## config.mk

```make
export PLATFORM = sky130hd
export DESIGN_NAME = edge_frame_capture
export DESIGN_NICKNAME = d
export VERILOG_FILES = /design/src/rtl/edge_frame_capture.sv
export SDC_FILE = /design/constraint.sdc
export NUM_CORES = 1
export LEC_CHECK = 0
export BUFFER_PORTS_ARGS = -buffer_cell sky130_fd_sc_hd__buf_2
export CAP_MARGIN = 20
export CORE_ASPECT_RATIO = 1.5
export CORE_UTILIZATION = 35
export CTS_CLUSTER_SIZE = 25
export DETAILED_ROUTE_END_ITERATION = 8
export HOLD_SLACK_MARGIN = 0.08
export PLACE_DENSITY = 0.57
export SLEW_MARGIN = 5
export SYNTH_ARGS = -nofsm -noshare
export SYNTH_HDL_FRONTEND = slang
export SYNTH_SLANG_ARGS = --single-unit
```

## constraint.sdc

```tcl
create_clock -name clk -period 7.25 [get_ports clk]
set_input_delay 1.45 -clock clk [delete_from_list [all_inputs] [get_ports clk]]
set_output_delay 1.45 -clock clk [all_outputs]
set_load 0.05 [all_outputs]
```

## src/rtl/edge_frame_capture.sv

```systemverilog
// rtl/edge_frame_capture.sv - captures one raster frame of qualified pixels into a frame buffer via a small FIFO
module edge_frame_capture #(
    parameter int IMG_WIDTH  = 640,
    parameter int IMG_HEIGHT = 480,
    parameter int PIX_W      = 8,
    parameter int ADDR_W     = 19,
    parameter int FIFO_DEPTH = 16
) (
    input  logic              clk,
    input  logic              rst_n,
    input  logic              cap_start,
    input  logic              in_valid,
    input  logic [PIX_W-1:0]  in_pix,
    output logic [ADDR_W-1:0] mem_addr,
    output logic [PIX_W-1:0]  mem_wdata,
    output logic              mem_we,
    input  logic              mem_ready,
    output logic              busy,
    output logic              done,
    output logic              overflow
);

    localparam int COL_W = (IMG_WIDTH  > 1) ? $clog2(IMG_WIDTH)  : 1;
    localparam int ROW_W = (IMG_HEIGHT > 1) ? $clog2(IMG_HEIGHT) : 1;
    localparam int PTR_W = $clog2(FIFO_DEPTH);
    localparam int CNT_W = PTR_W + 1;
    localparam int ENT_W = ADDR_W + PIX_W;

    typedef enum logic [1:0] {IDLE, ARMED, CAPTURE, DRAIN} state_t;

    state_t             state;
    state_t             state_next;
    logic [COL_W-1:0]   col;
    logic [ROW_W-1:0]   row;
    logic [ADDR_W-1:0]  addr_cnt;
    logic [ENT_W-1:0]   fifo_mem [FIFO_DEPTH];
    logic [PTR_W-1:0]   wr_ptr;
    logic [PTR_W-1:0]   rd_ptr;
    logic [CNT_W-1:0]   count;
    logic [ENT_W-1:0]   last_entry;
    logic               fifo_empty;
    logic               fifo_full;
    logic               accept;
    logic               last_pix;
    logic               push;
    logic               pop;
    logic               start;

    assign fifo_empty = (count == '0);
    assign fifo_full  = (count == CNT_W'(FIFO_DEPTH));
    assign accept     = in_valid && ((state == ARMED) || (state == CAPTURE));
    assign last_pix   = (row == ROW_W'(IMG_HEIGHT - 1)) && (col == COL_W'(IMG_WIDTH - 1));
    assign pop        = !fifo_empty && mem_ready;
    // A full FIFO still takes a pixel when the head leaves in the same cycle.
    assign push       = accept && (!fifo_full || pop);
    assign start      = (state == IDLE) && cap_start;

    always_comb begin
        state_next = state;
        busy       = 1'b1;
        done       = 1'b0;
        case (state)
            IDLE: begin
                busy = 1'b0;
                if (cap_start) state_next = ARMED;
            end
            ARMED:   if (in_valid) state_next = last_pix ? DRAIN : CAPTURE;
            CAPTURE: if (in_valid && last_pix) state_next = DRAIN;
            DRAIN: begin
                if (fifo_empty) begin
                    state_next = IDLE;
                    done       = 1'b1;
                end
            end
            default: state_next = IDLE;
        endcase
    end

    // Dropped pixels still advance the counters so later addresses stay aligned.
    always_ff @(posedge clk or negedge rst_n) begin
        if (!rst_n) begin
            state    <= IDLE;
            row      <= '0;
            col      <= '0;
            addr_cnt <= '0;
            overflow <= 1'b0;
        end else begin
            state <= state_next;
            if (start) begin
                row      <= '0;
                col      <= '0;
                addr_cnt <= '0;
                overflow <= 1'b0;
            end else if (accept) begin
                addr_cnt <= addr_cnt + 1'b1;
                if (col == COL_W'(IMG_WIDTH - 1)) begin
                    col <= '0;
                    row <= row + 1'b1;
                end else begin
                    col <= col + 1'b1;
                end
                if (fifo_full && !pop) overflow <= 1'b1;
            end
        end
    end

    always_ff @(posedge clk or negedge rst_n) begin
        if (!rst_n) begin
            wr_ptr     <= '0;
            rd_ptr     <= '0;
            count      <= '0;
            last_entry <= '0;
        end else begin
            if (push) wr_ptr <= wr_ptr + 1'b1;
            if (pop) begin
                rd_ptr     <= rd_ptr + 1'b1;
                last_entry <= fifo_mem[rd_ptr];
            end
            count <= count + CNT_W'(push) - CNT_W'(pop);
        end
    end

    always_ff @(posedge clk) begin
        if (push) fifo_mem[wr_ptr] <= {addr_cnt, in_pix};
    end

    // When empty, the port shows the last entry written rather than stale storage.
    assign mem_we = !fifo_empty;
    assign {mem_addr, mem_wdata} = fifo_empty ? last_entry : fifo_mem[rd_ptr];

endmodule

```

==> summary.md <==
| Metric | Value |
|---|---|
| Postcts setup bufs | 0 |
| Sequential-to-total area share from yosys stat | 0.7227 |
| Met2 Use GR | 0.2874 |
| Initial Util | 0.3531 |
| Skew final | 0.02415 ns |
| # diodes | 0 |
| Tcrit/Tclk final | 0.7314 |
| Share of layout cells above drive strength 1 | 0.1616 |
| Slew HR | 0.2075 |
| TNS Setup | 0 ns |
| Drt drc | 0 |
| Chip Height | 300.2 um |
| Filler Cell Count | 5344 |
| Register bit total from synthesis | 513 |
| Drt first pass iters | 7 |
| Xor/xnor cell area share of the yosys netlist | 0.01646 |
| Final Power | 0.009389 W |
| Nets | 1336 |
| Final HPWL DP | 25720 um |
| Placed inst area | 21740 um2 |
| Row cnt | 109 |
| Max Slew Vio Count | 0 |
| All-Layer GR Usage | 0.1645 |
| Number of global-route vias before repair | 11.58k |
| Syn_nets | 1292 |
| Die width | 200.8 um |
| RSZ-0062 raised after global routing | false |
| Post-CTS Resized | 0 |
| Final WL | 48750 um |
| Max cap viols | 0 |
| Pin count of the biggest net entering global routing | 65 |
| Post-synthesis cell area | 20750 um2 |
| Die area | 60300 um2 |
| Multiplexer share of the synthesized area | 0.1099 |
| Initial antenna violation count | 1 |
| I/O pin cnt | 44 |
| Endpoints failing hold | 0 |
| CP Data Arrival Time | 3.85 ns |
| TritonCTS clock tree | done |
| Compound-Gate Fraction of Synth Area | 0.05142 |
| Gr busiest metal | met2 |
| Grt met1 use | 0.2052 |
| H-tree levels | 2 |
| Area Overhead vs Synth | 12.24% |
| Worst-Skew Late Latency | 0.60 ns |
| Vias | 11.11k |
| Simple logic cell fraction of the synthesized area | 0.06601 |
| CP endpoint kind | primary output |
| CTS Hold Bufs | 0 |
| Fin area | 23300 um2 |
| Synth cell types | 49 |
| Worst-path maximum fanout | 49 |
| WP data required | 5.80 ns |
| Grt ovf | 0 |
| DP Worst Slack | 2.550 ns |
| Final min period | 5.303 ns |
| Syn avg cell area | 16.49 um2 |
| Register Area | 15010 um2 |
| Clk slew on worst S/H paths | 0.06 ns |
| Ys flop type | edfxtp_1 |
| Count of input and output buffers | 43 |
| Cells after Synth | 1259 |
| Clk Tree Root Cell | clkbuf_16 |
| Number of synthesized flops with an enable pin | 432 |
| Power density cells | 403.0 nW/um2 |
| Lkg Pwr | 8.171 nW |
| Max IR drop VDD | 0.2920 mV |
| Final Setup Violations | 0 |
| CTS Buf Count | 49 |
| Multi-input logic area | 5345 um2 |
| Routed WL per cell | 22.99 um |
| Reg2reg setup slack | 3.08 ns |
| CP Launch Type | flip-flop |
| Global routing usage on met3 | 0.03176 |
| Post-DRT Antenna Nets | 0 |
| Clk sinks | 513 |
| Largest family of logic cells by synthesized area | multiplexers |
| Iteration-0 DRC Markers | 645 |
| Buffer depth of the longest clock path | 3 |
| Synth warn | 0 |
| Worst Max-Slew Pin Slew | 1.189 ns |
| Asr flop ratio synth | 0.1579 |
| Post-Synth Adder-Cell Area | 0.01242 |
| Outcome | finished, final reports clean |
| Vias per cell | 5.242 |
| Setup ws final | 1.947 ns |
| Routability cong. | 0.7500 |
| Core area | 58780 um2 |
| Worst hold-check path type | flip-flop to flip-flop |
| Worst Setup Path Type | flip-flop to primary output |
| Max Freq | 188.6 MHz |
| First-pass GRT wire length | 73330 um |
final timing paths:
path,startpoint,end,cells after the start
max in group asynchronous,rst_n,rd_ptr[0],2
worst max-delay path,rd_ptr[0],mem_addr[3],7
worst max register to register,count[2],count[4],15
worst min-delay path,last_entry[2],last_entry[2],2
min in group asynchronous,rst_n,addr_cnt[10],1
worst min register to register,last_entry[2],last_entry[2],2
layout by cell type, fill, tap and decap left out, types with 11 or more instances in the layout:
cell	n
nor2b_1	12
and2_2	16
buf_2	42
a221oi_1	17
xnor2_1	18
inv_1	21
nand2_1	128
clkbuf_16	49
a21oi_1	20
a211oi_1	11
mux2i_1	64
nand4_1	13
nor2_1	81
a22oi_1	18
clkbuf_1	18
buf_4	14
mux4_2	66
ha_1	19
xor2_1	21
a31oi_1	17
edfxtp_1	432
o21ai_0	47
dfrtp_1	77
registers in the layout, summed over array words and instances (netlist names), 2 cells and up:
| register | count |
|---|---|
| addr_cnt | 19 |
| col | 10 |
| count | 5 |
| fifo_mem | 432 |
| last_entry | 27 |
| rd_ptr | 4 |
| row | 9 |
| state | 2 |
| wr_ptr | 4 |
metrics by stage:
stage                     hold slack, ns  cells    util
after floorplan                   0.4505   1259       -
after detailed placement          0.4716   2027  0.3699
after CTS                         0.4857   2118  0.3955
after global routing              0.5139   2120  0.3963
after global placement            0.4626   2027  0.3699
final                             0.4808   2120  0.3963
report_power, final:
group          internal [W]  switching [W]  total, W
clock network       0.00135        0.00111   0.00245
registers           0.00355       0.000361   0.00391
logic               0.00103        0.00200   0.00303
worst max-delay path, cell delays in order (launching register included):
cell       delay, ns
dfrtp_4         0.94
buf_4           0.68
mux4_2          0.35
nor2_1          0.04
a2111oi_0       0.56
a41oi_1         0.19
a21oi_1         0.22
buf_2           0.27
cell type report:
class	count	share of cell area
inverter	22	0.003545
sequential	513	0.6443
multi-input combinational	658	0.2294
tap	777	0.04173
timing repair buffer	59	0.01643
clock buffer	72	0.05849
clock inverter	19	0.006069
kinds of logic (layout without fill, tap and decap cells):
| logic type | count (synthesis) | in the layout |
|---|---|---|
| flops | 513 | 513 |
| simple gates | 301 | 301 |
| compound gates | 161 | 161 |
| mux | 137 | 137 |
| buf+inv | 88 | 172 |
| xor+xnor | 39 | 39 |
| fa+ha+maj | 20 | 20 |
synthesized netlist by cell type (4+ instances only):
| master | number | area share |
|---|---|---|
| a2111oi_0 | 10 | 0.0042 |
| a211oi_1 | 11 | 0.0040 |
| a21oi_1 | 20 | 0.0048 |
| a221oi_1 | 17 | 0.0072 |
| a22oi_1 | 18 | 0.0065 |
| a31oi_1 | 17 | 0.0051 |
| a41oi_1 | 10 | 0.0042 |
| and2_1 | 19 | 0.0057 |
| and3_1 | 5 | 0.0015 |
| and4_1 | 5 | 0.0021 |
| buf_1 | 4 | 0.00072 |
| buf_2 | 17 | 0.0041 |
| buf_4 | 11 | 0.0040 |
| buf_6 | 6 | 0.0033 |
| clkbuf_1 | 28 | 0.0051 |
| dfrtp_1 | 81 | 0.098 |
| edfxtp_1 | 432 | 0.63 |
| ha_1 | 19 | 0.011 |
| inv_1 | 21 | 0.0038 |
| mux2i_1 | 64 | 0.031 |
| mux4_1 | 5 | 0.0063 |
| mux4_2 | 66 | 0.072 |
| nand2_1 | 129 | 0.023 |
| nand2b_1 | 10 | 0.0030 |
| nand3_1 | 8 | 0.0019 |
| nand4_1 | 13 | 0.0039 |
| nor2_1 | 82 | 0.015 |
| nor2b_1 | 13 | 0.0039 |
| nor3b_1 | 4 | 0.0014 |
| o21ai_0 | 47 | 0.011 |
| o21ai_1 | 4 | 0.00096 |
| or3_1 | 5 | 0.0015 |
| xnor2_1 | 18 | 0.0076 |
| xor2_1 | 21 | 0.0089 |
layer usage:
metal / routed length (um) / vias up
met4: 1071 / 2
met5: 8 / -
met2: 25060 / 249
li1: - / 4953
met1: 20140 / 5836
met3: 2471 / 74
No activity file was read; power rests on OpenSTA's default activity.
